$ cat src/rtl/alu_issue_ctrl_pkg.sv
// Shared definitions for the ALU issue controller: op codes, FSM states and
// the op-code to one-hot ALU control mapping.
package alu_pkg;

    localparam int ONEHOT_W = 12;

    localparam logic [3:0] OP_ADD = 4'd0;
    localparam logic [3:0] OP_SUB = 4'd1;
    localparam logic [3:0] OP_MUL = 4'd2;
    localparam logic [3:0] OP_DIV = 4'd3;
    localparam logic [3:0] OP_SHR = 4'd4;
    localparam logic [3:0] OP_SHL = 4'd5;
    localparam logic [3:0] OP_ROR = 4'd6;
    localparam logic [3:0] OP_ROL = 4'd7;
    localparam logic [3:0] OP_AND = 4'd8;
    localparam logic [3:0] OP_OR  = 4'd9;
    localparam logic [3:0] OP_NEG = 4'd10;
    localparam logic [3:0] OP_NOT = 4'd11;

    typedef enum logic [1:0] {
        ST_IDLE = 2'd0,
        ST_EXEC = 2'd1,
        ST_RESP = 2'd2
    } state_e;

    function automatic logic op_legal(input logic [3:0] op);
        return op <= OP_NOT;
    endfunction

    // Codes 12-15 have no ALU control line and map to all-zero.
    function automatic logic [ONEHOT_W-1:0] op_onehot(input logic [3:0] op);
        logic [ONEHOT_W-1:0] oh;
        oh = '0;
        if (op_legal(op)) begin
            oh = ONEHOT_W'(1) << op;
        end
        return oh;
    endfunction

endpackage

$ cat src/rtl/alu_issue_ctrl_if.sv
// Request/response bundle between the control unit (master) and the ALU
// issue controller (slave).
interface alu_issue_ctrl_if #(
    parameter int BITS = 32
) ();

    logic            req_valid;
    logic            req_ready;
    logic [3:0]      req_op;
    logic [BITS-1:0] req_x;
    logic [BITS-1:0] req_y;
    logic            rsp_valid;
    logic            rsp_ready;
    logic [BITS-1:0] z_hi;
    logic [BITS-1:0] z_lo;
    logic            rsp_err;

    modport master (
        output req_valid, req_op, req_x, req_y, rsp_ready,
        input  req_ready, rsp_valid, z_hi, z_lo, rsp_err
    );

    modport slave (
        input  req_valid, req_op, req_x, req_y, rsp_ready,
        output req_ready, rsp_valid, z_hi, z_lo, rsp_err
    );

endinterface

$ cat src/rtl/alu_issue_ctrl_lat_counter.sv
// Loadable down-counter used to time how long the ALU controls are held.
module alu_lat_counter #(
    parameter int W = 4
) (
    input  logic         clk,
    input  logic         clr_n,
    input  logic         load,
    input  logic [W-1:0] load_val,
    input  logic         dec,
    output logic [W-1:0] count,
    output logic         zero
);

    logic [W-1:0] count_q;
    logic [W-1:0] count_d;

    always_comb begin
        count_d = count_q;
        if (load) begin
            count_d = load_val;
        end else if (dec && (count_q != '0)) begin
            count_d = count_q - W'(1);
        end
    end

    always_ff @(posedge clk or negedge clr_n) begin
        if (!clr_n) begin
            count_q <= '0;
        end else begin
            count_q <= count_d;
        end
    end

    assign count = count_q;
    assign zero  = (count_q == '0);

endmodule

$ cat src/rtl/alu_issue_ctrl.sv
// Sequential issue controller for the datapath ALU: one op in flight, result
// captured into z_hi/z_lo. Optional counters enabled by ALU_ISSUE_STATS_EN.
module alu_issue_ctrl
    import alu_pkg::*;
#(
    parameter int BITS    = 32,
    parameter int MUL_LAT = 4,
    parameter int DIV_LAT = 8
) (
    input  logic                  clk,
    input  logic                  clr_n,
    alu_issue_ctrl_if.slave       bus,
    output logic [ONEHOT_W-1:0]   ctrl_signal,
    output logic [BITS-1:0]       alu_x,
    output logic [BITS-1:0]       alu_y,
`ifdef ALU_ISSUE_STATS_EN
    output logic [31:0]           stat_ops,
    output logic [15:0]           stat_err,
`endif
    input  logic [2*BITS-1:0]     alu_result
);

    localparam int MAX_LAT = (MUL_LAT > DIV_LAT) ? MUL_LAT : DIV_LAT;
    localparam int CNT_W   = $clog2(MAX_LAT + 1);

    state_e          state_q, state_d;
    logic [3:0]      op_q, op_d;
    logic [BITS-1:0] x_q, x_d;
    logic [BITS-1:0] y_q, y_d;
    logic [BITS-1:0] z_hi_q, z_hi_d;
    logic [BITS-1:0] z_lo_q, z_lo_d;
    logic            err_q, err_d;

    logic             cnt_load;
    logic [CNT_W-1:0] cnt_load_val;
    logic             cnt_dec;
    logic [CNT_W-1:0] cnt_count;
    logic             cnt_zero;

    function automatic logic [CNT_W-1:0] lat_m1(input logic [3:0] op);
        case (op)
            OP_MUL:  return CNT_W'(MUL_LAT - 1);
            OP_DIV:  return CNT_W'(DIV_LAT - 1);
            default: return '0;
        endcase
    endfunction

    alu_lat_counter #(.W(CNT_W)) u_lat (
        .clk      (clk),
        .clr_n    (clr_n),
        .load     (cnt_load),
        .load_val (cnt_load_val),
        .dec      (cnt_dec),
        .count    (cnt_count),
        .zero     (cnt_zero)
    );

    always_comb begin
        state_d      = state_q;
        op_d         = op_q;
        x_d          = x_q;
        y_d          = y_q;
        z_hi_d       = z_hi_q;
        z_lo_d       = z_lo_q;
        err_d        = err_q;
        cnt_load     = 1'b0;
        cnt_load_val = '0;
        cnt_dec      = 1'b0;
        case (state_q)
            ST_IDLE: begin
                if (bus.req_valid) begin
                    op_d = bus.req_op;
                    x_d  = bus.req_x;
                    y_d  = bus.req_y;
                    // Bad requests are answered straight away; the ALU never sees them.
                    if (!op_legal(bus.req_op) ||
                        ((bus.req_op == OP_DIV) && (bus.req_y == '0))) begin
                        state_d = ST_RESP;
                        z_hi_d  = '0;
                        z_lo_d  = '0;
                        err_d   = 1'b1;
                    end else begin
                        state_d      = ST_EXEC;
                        cnt_load     = 1'b1;
                        cnt_load_val = lat_m1(bus.req_op);
                    end
                end
            end
            ST_EXEC: begin
                cnt_dec = 1'b1;
                if (cnt_zero) begin
                    z_hi_d  = alu_result[2*BITS-1:BITS];
                    z_lo_d  = alu_result[BITS-1:0];
                    err_d   = 1'b0;
                    state_d = ST_RESP;
                end
            end
            ST_RESP: begin
                if (bus.rsp_ready) begin
                    state_d = ST_IDLE;
                end
            end
            default: state_d = ST_IDLE;
        endcase
    end

    always_ff @(posedge clk or negedge clr_n) begin
        if (!clr_n) begin
            state_q <= ST_IDLE;
            op_q    <= '0;
            x_q     <= '0;
            y_q     <= '0;
            z_hi_q  <= '0;
            z_lo_q  <= '0;
            err_q   <= 1'b0;
        end else begin
            state_q <= state_d;
            op_q    <= op_d;
            x_q     <= x_d;
            y_q     <= y_d;
            z_hi_q  <= z_hi_d;
            z_lo_q  <= z_lo_d;
            err_q   <= err_d;
        end
    end

    assign bus.req_ready = (state_q == ST_IDLE);
    assign bus.rsp_valid = (state_q == ST_RESP);
    assign bus.z_hi      = z_hi_q;
    assign bus.z_lo      = z_lo_q;
    assign bus.rsp_err   = err_q;
    assign ctrl_signal   = (state_q == ST_EXEC) ? op_onehot(op_q) : '0;
    assign alu_x         = x_q;
    assign alu_y         = y_q;

`ifdef ALU_ISSUE_STATS_EN
    logic [31:0] stat_ops_q, stat_ops_d;
    logic [15:0] stat_err_q, stat_err_d;
    logic        rsp_hs;

    assign rsp_hs = (state_q == ST_RESP) && bus.rsp_ready;

    always_comb begin
        stat_ops_d = stat_ops_q;
        stat_err_d = stat_err_q;
        if (rsp_hs && !err_q && (stat_ops_q != '1)) begin
            stat_ops_d = stat_ops_q + 32'd1;
        end
        if (rsp_hs && err_q && (stat_err_q != '1)) begin
            stat_err_d = stat_err_q + 16'd1;
        end
    end

    always_ff @(posedge clk or negedge clr_n) begin
        if (!clr_n) begin
            stat_ops_q <= '0;
            stat_err_q <= '0;
        end else begin
            stat_ops_q <= stat_ops_d;
            stat_err_q <= stat_err_d;
        end
    end

    assign stat_ops = stat_ops_q;
    assign stat_err = stat_err_q;
`endif

endmodule

$ cat src/flat_wrapper.sv
// flat-port wrapper written by rule: the top's interface ports become plain ports
module alu_issue_ctrl_flat import alu_pkg::*;
#(
    parameter int BITS    = 32,
    parameter int MUL_LAT = 4,
    parameter int DIV_LAT = 8
)
  (clk, clr_n, ctrl_signal, alu_x, alu_y, alu_result, bus_req_valid, bus_req_op, bus_req_x, bus_req_y, bus_rsp_ready, bus_req_ready, bus_rsp_valid, bus_z_hi, bus_z_lo, bus_rsp_err);
  alu_issue_ctrl_if #(.BITS(BITS)) bus_i ();
  input  logic clk;
  input  logic clr_n;
  output logic [ONEHOT_W-1:0] ctrl_signal;
  output logic [BITS-1:0] alu_x;
  output logic [BITS-1:0] alu_y;
  input  logic [2*BITS-1:0] alu_result;
  input wire logic [$bits(bus_i.req_valid)-1:0] bus_req_valid;
  input wire logic [$bits(bus_i.req_op)-1:0] bus_req_op;
  input wire logic [$bits(bus_i.req_x)-1:0] bus_req_x;
  input wire logic [$bits(bus_i.req_y)-1:0] bus_req_y;
  input wire logic [$bits(bus_i.rsp_ready)-1:0] bus_rsp_ready;
  output wire logic [$bits(bus_i.req_ready)-1:0] bus_req_ready;
  output wire logic [$bits(bus_i.rsp_valid)-1:0] bus_rsp_valid;
  output wire logic [$bits(bus_i.z_hi)-1:0] bus_z_hi;
  output wire logic [$bits(bus_i.z_lo)-1:0] bus_z_lo;
  output wire logic [$bits(bus_i.rsp_err)-1:0] bus_rsp_err;
  assign bus_i.req_valid = bus_req_valid;
  assign bus_i.req_op = bus_req_op;
  assign bus_i.req_x = bus_req_x;
  assign bus_i.req_y = bus_req_y;
  assign bus_i.rsp_ready = bus_rsp_ready;
  assign bus_req_ready = bus_i.req_ready;
  assign bus_rsp_valid = bus_i.rsp_valid;
  assign bus_z_hi = bus_i.z_hi;
  assign bus_z_lo = bus_i.z_lo;
  assign bus_rsp_err = bus_i.rsp_err;
  alu_issue_ctrl #(.BITS(BITS), .MUL_LAT(MUL_LAT), .DIV_LAT(DIV_LAT)) u_core (.clk(clk), .clr_n(clr_n), .bus(bus_i), .ctrl_signal(ctrl_signal), .alu_x(alu_x), .alu_y(alu_y), .alu_result(alu_result));
endmodule
$ cat config.mk
export PLATFORM = sky130hd
export DESIGN_NAME = alu_issue_ctrl_flat
export DESIGN_NICKNAME = d
export VERILOG_FILES = /design/src/rtl/alu_issue_ctrl_pkg.sv /design/src/rtl/alu_issue_ctrl_if.sv /design/src/rtl/alu_issue_ctrl_lat_counter.sv /design/src/rtl/alu_issue_ctrl.sv /design/src/flat_wrapper.sv
export SDC_FILE = /design/constraint.sdc
export NUM_CORES = 1
export LEC_CHECK = 0
export ABC_CLOCK_PERIOD_IN_PS = 5270
export CAP_MARGIN = 20
export CELL_PAD_IN_SITES_DETAIL_PLACEMENT = 2
export CELL_PAD_IN_SITES_GLOBAL_PLACEMENT = 2
export CORE_ASPECT_RATIO = 1.25
export CORE_UTILIZATION = 27
export DETAILED_ROUTE_END_ITERATION = 10
export PLACE_DENSITY_LB_ADDON = 0.1
export SKIP_CTS_REPAIR_TIMING = 1
export SLEW_MARGIN = 20
export SYNTH_ARGS = -nofsm -noshare
export SYNTH_HDL_FRONTEND = slang
export SYNTH_SLANG_ARGS = --single-unit
$ cat constraint.sdc
create_clock -name clk -period 5.27 [get_ports clk]
set_input_delay 1.054 -clock clk [delete_from_list [all_inputs] [get_ports clk]]
set_output_delay 1.054 -clock clk [all_outputs]
set_load 0.03 [all_outputs]
; Yosys cells after proc, flatten, opt, wreduce, memory -nomap -nowiden
; Index checks and enable logic that the tools add are counted.
[word_totals]
out_inout_bits = 143
word_cells = 60
input_bits = 136
ff_bits = 139
[op_classes]
shift = 1
eq_ne = 8
magnitude_cmp = 2
n_reduce_logical = 13
addsub = 1
n_mux = 27
[op_table]
columns = operator, count
row1 = $mux W32, 4
row2 = $pmux W32 S2, 2
row3 = $logic_not A32 Y1, 1
row4 = $mux W12, 2
row5 = $mux W4, 5
row6 = $shl A1 B4 Y12 const A, 1
row7 = $eq A4 B2 Y1 const B, 2
row8 = $le A4 B4 Y1 const B, 2
row9 = $mux W2, 4
row10 = $mux W1, 7
row11 = $pmux W2 S3, 1
row12 = $pmux W3 S2, 1
row13 = $logic_not A4 Y1, 1
row14 = $ne A2 B1 Y1 const B, 2
row15 = $ne A2 B2 Y1 const B, 2
row16 = $reduce_and A4 Y1, 1
row17 = $reduce_bool A2 Y1, 2
row18 = $reduce_bool A4 Y1, 1
row19 = $sub A4 B1 Y4 const B, 1
row20 = $reduce_and A3 Y1, 1
row21 = $eq A2 B1 Y1 const B, 1
row22 = $eq A2 B2 Y1 const B, 1
row23 = $logic_and A1 B1 Y1, 2
row24 = $logic_not A2 Y1, 1
row25 = 4 further kinds, 4

; Longest topological paths before layout
; Gate-level depths: netlist of the first run.
[depth]
depth_word = 7
mapped_depth = 7
ltp_nobuf = 7

; Modules after synthesis
; Synthesis of the first run repeated with hierarchy kept, for this count alone.
[unflattened]
cells_unflattened = 521
area_unflattened_um2 = 6048.3
[modules_own_cells]
columns = module, area_per_inst_um2, instances, seq_area_each_um2, cells_each
row1 = alu_issue_ctrl, 5795.6, 1, 3378.2, 494
row2 = alu_lat_counter, 252.7, 1, 100.1, 27

; Worst setup path after synthesis of the first run
; OpenSTA, ideal clock, no wires.
[synth_path]
path_kind = register to output
from = register u_core.state_q[1]
to = output port ctrl_signal[0]
path_stages_with_launch = 4
path_buffers = 0
required_time_ns = 4.216
path_slack_ns = 2.630
t_arrival_ns = 1.586
path_cell_list = dfrtp_1 -> nand2b_1 -> or3_1 -> nor3_1
[synth_between]
elab_chain_cells = 2
[synth_rtl]
columns = item, line
row1 = start: declaration, alu_issue_ctrl.sv:26  ; state_e state_q, state_d;
row2 = start signal: assignment, alu_issue_ctrl.sv:117  ; state_q <= state_d;
row3 = $eq A2 B1 Y1, alu_issue_ctrl.sv:132  ; assign ctrl_signal = (state_q == ST_EXEC) ? op_onehot(op_q) : '0;
row4 = $mux W12, alu_issue_ctrl.sv:132
row5 = end: declaration, flat_wrapper.sv:12  ; output logic [ONEHOT_W-1:0] ctrl_signal;
; Every way passes these cells.

; Final worst setup path of the first run
; Same ends and word-level chain as after synthesis.

==> results of run 1 <==
-- final timing paths --
| path | cells past startpoint | startpoint | to |
|---|---|---|---|
| min in group asynchronous | 1 | clr_n | u_core.alu_x[22] |
| min | 1 | u_core.bus.z_hi[13] | u_core.bus.z_hi[13] |
| min reg2reg | 1 | u_core.bus.z_hi[13] | u_core.bus.z_hi[13] |
| max | 4 | u_core.state_q[1] | ctrl_signal[0] |
| max reg2reg | 8 | u_core.u_lat.count[0] | u_core.bus.z_lo[1] |
| max in group asynchronous | 2 | clr_n | u_core.u_lat.count[0] |
-- layout by cell type, fill, tap and decap left out, types with 4 or more instances in the layout --
| cell type | n |
|---|---|
| sky130_fd_sc_hd__a21oi_1 | 4 |
| sky130_fd_sc_hd__a22o_1 | 60 |
| sky130_fd_sc_hd__a22o_2 | 4 |
| sky130_fd_sc_hd__bufinv_16 | 5 |
| sky130_fd_sc_hd__clkbuf_16 | 17 |
| sky130_fd_sc_hd__clkdlybuf4s50_1 | 277 |
| sky130_fd_sc_hd__dfrtp_1 | 139 |
| sky130_fd_sc_hd__inv_6 | 5 |
| sky130_fd_sc_hd__mux2_2 | 68 |
| sky130_fd_sc_hd__nand2_1 | 11 |
| sky130_fd_sc_hd__nor2_1 | 12 |
| sky130_fd_sc_hd__nor3_1 | 5 |
| sky130_fd_sc_hd__nor4_1 | 7 |
-- flip-flops by register name, indices dropped and copies added, names as in the netlist --
register,cells
u_core.u_lat.count,4
u_core.op_q,4
u_core.bus.z_hi,32
u_core.state_q,2
u_core.alu_x,32
u_core.bus.rsp_err,1
u_core.bus.z_lo,32
u_core.alu_y,32
-- power by group through the flow --
stage,clock [mW],combinational [mW],sequential (mW)
4_1_cts,1.38,2.74,1.76
5_1_grt,1.41,2.83,1.81
6_report,1.35,2.69,1.75
3_5_place_dp,0,2.72,1.77
3_3_place_gp,0,2.67,1.74
2_1_floorplan,0,0.838,2.49
-- per-layer routing --
metal  vias up  track usage, %
met5         -               0
met1      2187           20.11
li1       1891               -
met3        23           5.863
met4         0           7.807
met2       173           33.10
-- kinds of logic after synthesis --
family                     count (synthesis)  synth area share (%)
xor gates and xnor gates                   1                0.1618
buffers and inverters                     24                 3.398
AOI/OAI and AO/OA                         73                 11.74
adders and majority gates                  1                0.2311
and+or+nand+nor                           55                 5.779
muxes                                     69                 14.42
DFF                                      139                 64.26
-- worst register-to-register path, stage by stage (launching register included) --
cell and delay, ps:
sky130_fd_sc_hd__dfrtp_1 370, sky130_fd_sc_hd__inv_1 90, sky130_fd_sc_hd__ha_1 190, sky130_fd_sc_hd__or3b_2 500
sky130_fd_sc_hd__nor2_4 90, sky130_fd_sc_hd__buf_4 590, sky130_fd_sc_hd__o22ai_4 150, sky130_fd_sc_hd__buf_4 370
sky130_fd_sc_hd__a22o_2 340
-- through the flow --
step           area (um^2)  hold slack [ps]
2_1_floorplan         5413            512.2
3_3_place_gp          8386            480.8
3_5_place_dp          8386            484.6
4_1_cts               9045            502.2
5_1_grt               9047            510.4
6_report              9047            500.5
-- area by class of cell --
class | instances | area (um^2) | share of cell area, %
Clock buffer | 17 | 425.4 | 4.702
Clock inverter | 15 | 234.0 | 2.586
Inverter | 3 | 11.26 | 0.1245
Multi-Input combinational cell | 199 | 1758 | 19.43
Sequential cell | 139 | 3478 | 38.45
Tap cell | 265 | 331.6 | 3.665
Timing Repair Buffer | 281 | 2809 | 31.05
==> results summary, run 1 <==
The run finished with clean final reports. Once placement completed, the tool counted placed cells totaling 887. Traced cell by cell, the critical path runs through nand2b_1, or3_1, nor3_1, clkdlybuf4s50_1. The vertical die dimension came out at 160.3 um. 279 I/O pins were placed.

The routability congestion estimate from global placement is 0.7305. After detailed routing, the wire length on met1 is 6944 um. The final critical-path share of the clock period came out at 64.22%. The switching portion of total power is 38.53%. The CTS sink count is 139. The total grt overflow came out at 0. The critical path is of the reg2out type. The largest vdd supply drop came out at 266.7 uV. The count of H-tree levels built during CTS came out at 4.

The flip-flop cell with the highest count after synthesis is sky130_fd_sc_hd__dfrtp_1. The tree is rooted in a sky130_fd_sc_hd__clkbuf_16. The total wire length after detailed routing is 18,390 um. The required time reported for the critical path endpoint came out at 4220 ps. The number of maximum-capacitance violations came out at 0. The number of design rule violations left after detail routing came out at 0.

For this design the static power due to leakage is 3.782 nW. The synthesized netlist occupies a cell area of 5413 um^2. The portion of synthesized cell area occupied by the leading cell type is 64.26%. The number of buffers and inverters on the critical path is 1. The critical path data arrival time is 2330 ps. The floorplan row count came out at 57. The number of DRC violations after detailed-routing iteration 0 is 130.

TritonCTS built the clock tree. Setup repair after global routing left no endpoint under its margin. The flip-flop and latch count after synthesis came out at 139. The relative slew slack came out at 32.99%. The number of antenna-violating nets in the routed design is 0. Detailed routing placed a total of 1311 um of wire on met3.

The number of antenna cells inserted came out at 0. The proportion of synthesized chip area in sequential cells came out at 64.26%. The detailed router used layers up to and including met4. By instance count, the leading cell after synthesis is sky130_fd_sc_hd__dfrtp_1. The combinational fraction of design power came out at 46.5%. At the placement stage, the worst setup path has a slack of 1858 ps. The power density of the placed cells is 639.6 nW/um^2. The initial utilization of the core area, before any placement, comes to 27.70%.

The min-delay analysis places its worst path in the category reg2reg. The net switching power of the design is 2.230 mW. The share of synthesized registers carrying an async set or reset is 100.0%. The synthesized netlist cell count is 362. The worst clock skew came out at 10.58 ps.

Counting instances in the post-synthesis netlist gives the leading cell types as sky130_fd_sc_hd__dfrtp_1 (139), sky130_fd_sc_hd__mux2_2 (68), sky130_fd_sc_hd__a22o_1 (60). For this design, the slowest cell found on the critical path is sky130_fd_sc_hd__clkdlybuf4s50_1. Setup violations remaining at the end of the flow were counted as 0.

The largest net degree at the start of global routing came out at 109. The deepest clock path buffer count is 2. Synthesis instantiated 34 different standard cells from the library. The routed wire length on met2 is 9711 um.

The wire length per cell after detailed routing came out at 20.01 um. The number of antenna violations at the first check in global routing was 0. The final sum of negative setup slack came out at 0 ps. The largest area contributor in the synthesized netlist is sky130_fd_sc_hd__dfrtp_1.

The slack of the worst reg-to-reg path came out at 2480 ps. The total area inside the core boundary comes to 19,540 um^2. Measured along the x axis, the die boundary spans 128.6 um.

The net count reported at finish came out at 778. The pin slew with the least headroom to its limit came out at 1005 ps. The half-perimeter wire length of the detailed placement result is 13,190 um. Sorting the synthesized cells by area gives the leading types as sky130_fd_sc_hd__dfrtp_1 (64%), sky130_fd_sc_hd__mux2_2 (14%), sky130_fd_sc_hd__a22o_1 (9.7%), sky130_fd_sc_hd__buf_6 (2.1%), sky130_fd_sc_hd__buf_2 (0.83%).

For this run, the number of Yosys warnings is 0. The synthesized area per cell came out at 14.95 um^2. The kind of cell with the highest combined delay along the critical path is simple AND/OR/NAND/NOR gates. The total number of vias came out at 4,274. The number of standard cells in the layout, taps in and fillers out came out at 919. The largest stage delay on the critical path is 700 ps.

For this run, the top clock speed supported by timing is 0.2955 GHz. The final worst-path setup slack came out at 1886 ps. Registers are responsible for 30.2% of the overall power. The TritonCTS buffer count is 17.

The via count of the first global-routing pass is 5,069. For the worst-skew pair, the clock arrives at the later sink with an insertion delay of 420 ps. The total count of max-transition violations in the final report is 0. The number of enable-type register cells in the synthesized netlist is 0. The time the final worst path needs with I/O delays and setup is 3384 ps.

The largest fanout on the critical path came out at 4. The number of I/O port buffers is 278. Compared with the post-synthesis result, the final layout area differs by 67.15%. The mean number of vias per cell is 4.651. Counting every net in the synthesized netlist gives 499. The floorplan step defined a die boundary enclosing 20,620 um^2.

The total count of hold-check failures in the final report came out at 0. Of the cells placed in the final design, the portion with a size suffix greater than 1 is 18.20%. The total power consumption of the routed design came out at 5.787 mW. The global router's overall resource usage is 18.60%.

Fill cells in the final layout number 1,913. The clock share of power came out at 23.3%. The CTS clock-pin slew for the worst setup and hold paths came out at 60 ps.

The core occupancy in the finished layout is 46.30%. The element type at the critical path start is a register. The number of detailed-routing iterations run before antenna repair came out at 4. STA classifies the critical path endpoint as a primary output.

The global-route wire length before repair came out at 28,680 um. The total internal power is 3.557 mW.
(Power assumes the default switching activity.)
==> run 2, diff against run 1 <==
- ABC_CLOCK_PERIOD_IN_PS: 5270 -> 3500
- CORE_UTILIZATION: 27 -> 25
- clock period: 5.27 -> 3.5 ns (I/O delays scaled with it)
==> run 2 against run 1 <==
Count of clock-buffer cells in the layout rose by 2. Non-clock buffer count rose by 2. Utilization fell by 3.5 points. Power rose by 45%. Via count fell by 1.5%. Sequential power rose by 50%. Setup slack got worse by 1500 ps. Largest cell class unchanged.
==> results summary, run 2 (same netlist as run 1, synthesis figures left out) <==
The run finished with clean final reports. The signed area change from the synthesized netlist to the final layout came out at 66.23%. The width of the die is 133.6 um (+3.9%). Setup repair after global routing left no endpoint under its margin. The final setup violation count is 0 (unchanged).

The largest net degree at the start of global routing came out at 78 (-28%). The met1 layer wirelength in the final routing came out at 7060 um (+1.7%). The number of antenna cells inserted was 0 (unchanged).

The TritonCTS buffer count came out at 17 (unchanged). The final sum of negative setup slack is 0 ps (unchanged). The pin slew with the least headroom to its limit is 765.0 ps (-240.1 ps). The number of standard cells in the layout, taps in and fillers out came out at 930 (+1.2%). The time the final worst path needs with I/O delays and setup came out at 3069 ps.

The routability congestion estimate from global placement came out at 0.6998 (-4.2%). The net count reported at finish came to 780 (+0.26%). The length of routed met3 wiring came out at 1484 um (+13%). The largest vdd supply drop is 421.9 uV (+58%). The worst setup path is launched from a register. The number of I/O port buffers was 278 (unchanged). The leakage power figure is 3.751 nW (-0.84%). The number of filler cells placed in the layout is 2,096 (+9.6%).

The mean number of vias per cell came out at 4.528 (-2.6%). The reg-to-reg startpoint is u_core.u_lat.count[0]. The required time reported for the critical path endpoint is 2800 ps (-1420 ps). The worst setup path is of the reg2out kind. The global router's overall resource usage is 16.87% (-1.7 points). The most common library cell in the layout ignoring fill and taps is sky130_fd_sc_hd__clkdlybuf4s50_1. The initial standard-cell utilization of the core was 25.73% (-2.0 points). The cell depth of the worst flop-to-flop path came out at 8 (unchanged).

The power density of the placed cells came out at 932.6 nW/um^2 (+46%). The relative slew slack came to 49.00% (+16 points). The CTS sink count came to 139 (unchanged). The overall die area is 22,250 um^2 (+7.9%). CTS placed an instance of sky130_fd_sc_hd__clkbuf_16 at the clock tree root.

The total power consumption of the routed design is 8.391 mW (+45%). The worst clock skew is 6.492 ps (-4.085 ps). In this run the critical register-to-register path is captured at u_core.bus.z_lo[3].

The number of maximum-capacitance violations is 0 (unchanged). In this run the worst setup path terminates at ctrl_signal[0]. In this run the top signal layer used is met4. The clock latency at the later pin of the worst-skew pair came out at 420 ps (about the same). The CTS clock-pin slew for the worst setup and hold paths came out at 60 ps (about the same).

The half-perimeter wire length of the detailed placement result was 13,260 um (+0.49%). The total grt overflow is 0 (unchanged). The combined area of the multi-input logic cells came out at 1758 um^2 (unchanged). The maximum achievable frequency is 0.3258 GHz. The worst hold slack across all endpoints came out at 286.8 ps (-213.7 ps). The number of DRC violations after detailed-routing iteration 0 came out at 88 (-32%). The deepest clock path buffer count came to 2 (unchanged).

The I/O pin total was 279 (unchanged). The number of antenna violations at the first check in global routing came out at 0 (unchanged). The critical path data arrival time is 2370 ps (+40 ps). The number of design rule violations left after detail routing is 0 (unchanged). The CTS tree is built. The via count of the first global-routing pass is 4,909 (-3.2%).

The total core area was 21,040 um^2 (+7.7%). The register area came out at 3478 um^2 (unchanged). The total count of max-transition violations in the final report came out at 0 (unchanged).

The number of detailed-routing iterations run before antenna repair came out at 4 (unchanged). The floorplan row count is 59 (+3.5%). The count of H-tree levels built during CTS came to 4 (unchanged). The share of post-route cells with drive strength above 1 is 18.29% (+0.097 points). The slack of the worst reg-to-reg path came out at 1000 ps (-1480 ps).

The global-route wire length before repair came out at 28,430 um (-0.84%). Dividing the final minimum period by the clock period gives 87.70%. The endpoint class of the critical path is a primary output.

The total wire length after detailed routing came out at 18,100 um (-1.6%). The routed wire length on met2 is 9354 um (-3.7%). The largest fanout on the critical path is 4 (unchanged).

The tightest min-delay check is of the in2async type. The placed cell count came to 898 (+1.2%). The number of antenna-violating nets in the routed design came out at 0 (unchanged). The total number of vias was 4,211 (-1.5%). The vertical die dimension is 166.5 um (+3.9%). Leaving out fill and tap cells, the most frequent cells in the layout are sky130_fd_sc_hd__clkdlybuf4s50_1 (277), sky130_fd_sc_hd__dfrtp_1 (139), sky130_fd_sc_hd__mux2_2 (68). The wire length per cell after detailed routing is 19.46 um (-2.7%). The start point of the critical path is u_core.state_q[1]. The total count of hold-check failures in the final report is 0 (unchanged).
## run 2: cell count changes in the layout (fill, tap and decap cells not counted)
cell | before | now
sky130_fd_sc_hd__buf_6 | 0 | 1
sky130_fd_sc_hd__clkinv_2 | 0 | 3
sky130_fd_sc_hd__clkinv_4 | 2 | 1
sky130_fd_sc_hd__clkbuf_1 | 0 | 1
sky130_fd_sc_hd__buf_12 | 0 | 2
sky130_fd_sc_hd__bufinv_16 | 5 | 1
sky130_fd_sc_hd__clkinvlp_4 | 3 | 5
sky130_fd_sc_hd__inv_6 | 5 | 3
## run 2: layer usage
layer,vias up,global-route usage [%]
li1,1894,-
met1,2131,18.64
met2,173,29.33
met3,13,6.941
met4,0,5.040
met5,-,0
## run 2: worst min-delay path by stage
stage	slack (ps)	to	from	depth (start not counted)
3_3_place_gp	480	u_core.bus.z_lo[4]	u_core.bus.z_lo[4]	1
6_report	290	u_core.alu_y[5]	clr_n	1
2_1_floorplan	400	u_core.alu_x[0]	clr_n	0
4_1_cts	330	u_core.alu_y[5]	clr_n	1
3_5_place_dp	490	u_core.bus.z_lo[25]	u_core.bus.z_lo[25]	1
5_1_grt	350	u_core.alu_y[5]	clr_n	1
## run 2: final cells by class
type	count	area share (%)
clock buffers	19	4.923
clock inverters	13	1.307
inverters	3	0.1252
multi-input cells	199	19.54
flip-flops and latches	139	38.66
well taps	274	3.810
repair buffers	283	31.64
## run 2: critical path, cell delays in order, from the launching register on
cell and delay [ps]:
sky130_fd_sc_hd__dfrtp_1 410, sky130_fd_sc_hd__nand2b_1 260, sky130_fd_sc_hd__or3_1 420, sky130_fd_sc_hd__nor3_1 160, sky130_fd_sc_hd__clkdlybuf4s50_1 700
## run 2: power by group
part / internal, mW / switching, mW / leakage (nW)
logic: 1.85 / 2.21 / 1.75
clock network: 0.999 / 0.715 / 0.262
registers: 2.25 / 0.377 / 1.74
## run 2: per-stage QoR
stage               utilization (%)  cell area, um^2  setup slack [ps]
global placement              40.10             8437             519.7
detailed placement            40.10             8437             487.4
finish                        42.77             8997             430.5
CTS                           42.77             8997             384.1
floorplan                         -             5413              1214
global route                  42.77             8997             267.0
==> run 3, diff against run 2 <==
- PLACE_DENSITY: unset -> 0.84
- PLACE_DENSITY_LB_ADDON: 0.1 -> unset
==> run 3 against run 2 <==
First-iteration DRC count rose by 24%. Critical path depth stayed put. Final cell count up 0.11%. Setup slack lost 12 ps. Die area unchanged. Via count grew 1.8%. Critical path type unchanged.
==> results summary, run 3 (same netlist as run 1, synthesis figures left out) <==
The flow ran to the end, and the final reports show no timing, DRC or antenna violations. The CTS tree is built. The overall die area is 22,250 um^2 (unchanged). The net count reported at finish is 780 (unchanged).

The placed standard-cell area is 8424 um^2 (-0.15%). The total count of max-transition violations in the final report came out at 0 (unchanged). The largest vdd supply drop came out at 372.1 uV (-12%).

The number of stages on the worst setup path is 4 (unchanged). The clock latency at the later pin of the worst-skew pair is 420 ps (about the same). The worst hold slack across all endpoints is 413.7 ps (+126.9 ps).

The number of maximum-capacitance violations came out at 0 (unchanged). The final critical-path share of the clock period came out at 88.04% (+0.34 points). The I/O pin total is 279 (unchanged).

The share of post-route cells with drive strength above 1 is 18.29% (unchanged). The deepest clock path buffer count was 2 (unchanged). The reg-to-reg endpoint is u_core.bus.z_lo[6]. The critical path data arrival time came out at 2380 ps (about the same). The total count of hold-check failures in the final report came out at 0 (unchanged).

The global router's overall resource usage is 17.67% (+0.80 points). The number of DRC violations after detailed-routing iteration 0 is 109 (+24%). The combinational fraction of design power came out at 48.5% (+0.2 points). Relative to the synthesized area, the layout overhead comes to 65.95%. The worst setup path is launched from a register. The number of antenna-violating nets in the routed design came out at 0 (unchanged). The number of filler cells placed in the layout came to 2,066 (-1.4%). The vertical die dimension came out at 166.5 um (unchanged). The required time reported for the critical path endpoint was 2800 ps (about the same). The mean number of vias per cell came out at 4.605 (+1.7%). The CTS sink count came to 139 (unchanged). Tracing the worst setup path back leads to its startpoint at u_core.state_q[1]. The signal on the critical path passes through nand2b_1, or3_1, nor3_1, clkdlybuf4s50_1.

The final sum of negative setup slack is 0 ps (unchanged). The total number of vias was 4,287 (+1.8%). STA classifies the critical path endpoint as a primary output. The core occupancy in the finished layout is 42.69% (-0.071 points). In the layout the commonest cells are sky130_fd_sc_hd__clkdlybuf4s50_1 (277), sky130_fd_sc_hd__dfrtp_1 (139), sky130_fd_sc_hd__mux2_2 (68). The CTS clock-pin slew for the worst setup and hold paths is 70 ps (about the same). The relative slew slack came out at 37.27% (-12 points).

The global-route wire length before repair came out at 29,730 um (+4.5%). The initial standard-cell utilization of the core was 25.73% (unchanged). The number of buffers and inverters on the critical path is 1 (unchanged). Following the worst setup path forward leads to its endpoint at ctrl_signal[0]. The time the final worst path needs with I/O delays and setup came out at 3081 ps (+11.74 ps). The worst clock skew is 14.75 ps (+8.260 ps). The total core area is 21,040 um^2 (unchanged).

The final setup violation count is 0 (unchanged). The clock share of power came to 20.1% (-0.3 points). The largest stage delay on the critical path is 700 ps (about the same).

The total grt overflow is 0 (unchanged). The total internal power is 5.028 mW (-1.3%). The maximum achievable frequency was 0.3245 GHz (-0.38%).

The design area came out at 8982 um^2 (-0.17%). The number of antenna violations at the first check in global routing came out at 1 (+1). The count of H-tree levels built during CTS is 4 (unchanged).

The half-perimeter wire length of the detailed placement result came out at 14,410 um (+8.7%). The switching portion of total power came out at 40.39% (+1.1 points). The number of detailed-routing iterations run before antenna repair is 4 (unchanged). The register area is 3478 um^2 (unchanged). The buffer type at the clock tree root is sky130_fd_sc_hd__clkbuf_16. The number of design rule violations left after detail routing is 0 (unchanged). The cell family contributing the most delay on the critical path is simple AND/OR/NAND/NOR gates. The TritonCTS buffer count came out at 17 (unchanged). In this run the worst hold path is classified as in2async. The most common library cell in the layout ignoring fill and taps is sky130_fd_sc_hd__clkdlybuf4s50_1. The largest net degree at the start of global routing came out at 118 (+51%).

The floorplan row count came out at 59 (unchanged). The pin slew with the least headroom to its limit came out at 940.9 ps (+175.9 ps). The startpoint identified for the worst register-to-register timing path is u_core.u_lat.count[0]. The width of the die is 133.6 um (unchanged).

The leakage power figure came out at 3.749 nW (about the same). The slowest library cell on the worst path is sky130_fd_sc_hd__clkdlybuf4s50_1. The number of I/O port buffers came out at 278 (unchanged). The sequential cell fraction of total power came out at 31.4% (about the same). The combined area of the multi-input logic cells was 1758 um^2 (unchanged). The wire length per cell after detailed routing is 20.38 um (+4.7%).

Setup repair after global routing left no endpoint under its margin. The via count of the first global-routing pass came out at 5,053 (+2.9%). The worst setup path is of the reg2out kind. The cell depth of the worst flop-to-flop path came out at 6 (-2). The power density of the placed cells came out at 939.1 nW/um^2 (+0.69%). The total wire length after detailed routing came out at 18,980 um (+4.8%).

The routability congestion estimate from global placement is 0.7781 (+11%). The largest fanout on the critical path is 4 (unchanged). The slack of the worst reg-to-reg path was 1190 ps (+190 ps). The net switching power of the design came out at 3.407 mW (+3.3%).
## run 3: changes by cell type in the layout (fill, tap and decap cells not counted)
| cell | delta |
|---|---|
| sky130_fd_sc_hd__clkinvlp_4 | -2 |
| sky130_fd_sc_hd__buf_4 | +1 |
| sky130_fd_sc_hd__bufinv_16 | -1 |
| sky130_fd_sc_hd__inv_8 | +2 |
| sky130_fd_sc_hd__buf_6 | -1 |
| sky130_fd_sc_hd__clkinv_2 | -3 |
| sky130_fd_sc_hd__inv_6 | +3 |
| sky130_fd_sc_hd__buf_12 | -1 |
| sky130_fd_sc_hd__diode_2 | +1 |
| sky130_fd_sc_hd__clkinv_4 | +2 |
## run 3: cell type report
cell class	count	share of cell area [%]
diodes	1	0.02786
clock buffers	18	4.778
clock inverters	14	1.379
inverters	3	0.1254
multi-input cells	199	19.57
flip-flops and latches	139	38.72
well taps	274	3.817
repair buffers	283	31.58
## run 3: worst min-delay path by stage
stage	start	end	slack, ps	depth (start not counted)
6_report	clr_n	u_core.alu_x[9]	410	1
5_1_grt	clr_n	u_core.alu_x[9]	470	1
4_1_cts	clr_n	u_core.alu_x[9]	490	1
3_5_place_dp	u_core.bus.z_lo[14]	u_core.bus.z_lo[14]	490	1
3_3_place_gp	u_core.bus.z_hi[28]	u_core.bus.z_hi[28]	480	1
2_1_floorplan	clr_n	u_core.alu_x[0]	400	0
## run 3: power groups by stage
stage                     registers (mW)  clock network [mW]  logic, mW
after floorplan                     3.74                   0       1.26
after global placement              2.62                   0       3.99
after detailed placement            2.68                   0       4.15
after CTS                           2.67                1.76       4.15
after global routing                2.73                1.82       4.30
final                               2.65                1.69       4.09
## run 3: layer usage
metal	track usage (%)	share of wire, %
met1	18.61	36
met2	32.74	56
met3	4.049	4.9
met4	8.449	3.5
met5	0	0
## run 3: through the flow
stage | setup slack, ps | cells | total power [mW]
2_1_floorplan | 1214 | 362 | 5.006
3_3_place_gp | 392.6 | 898 | 6.613
3_5_place_dp | 211.4 | 898 | 6.823
4_1_cts | 397.9 | 930 | 8.576
5_1_grt | 337.6 | 930 | 8.853
6_report | 418.8 | 931 | 8.435
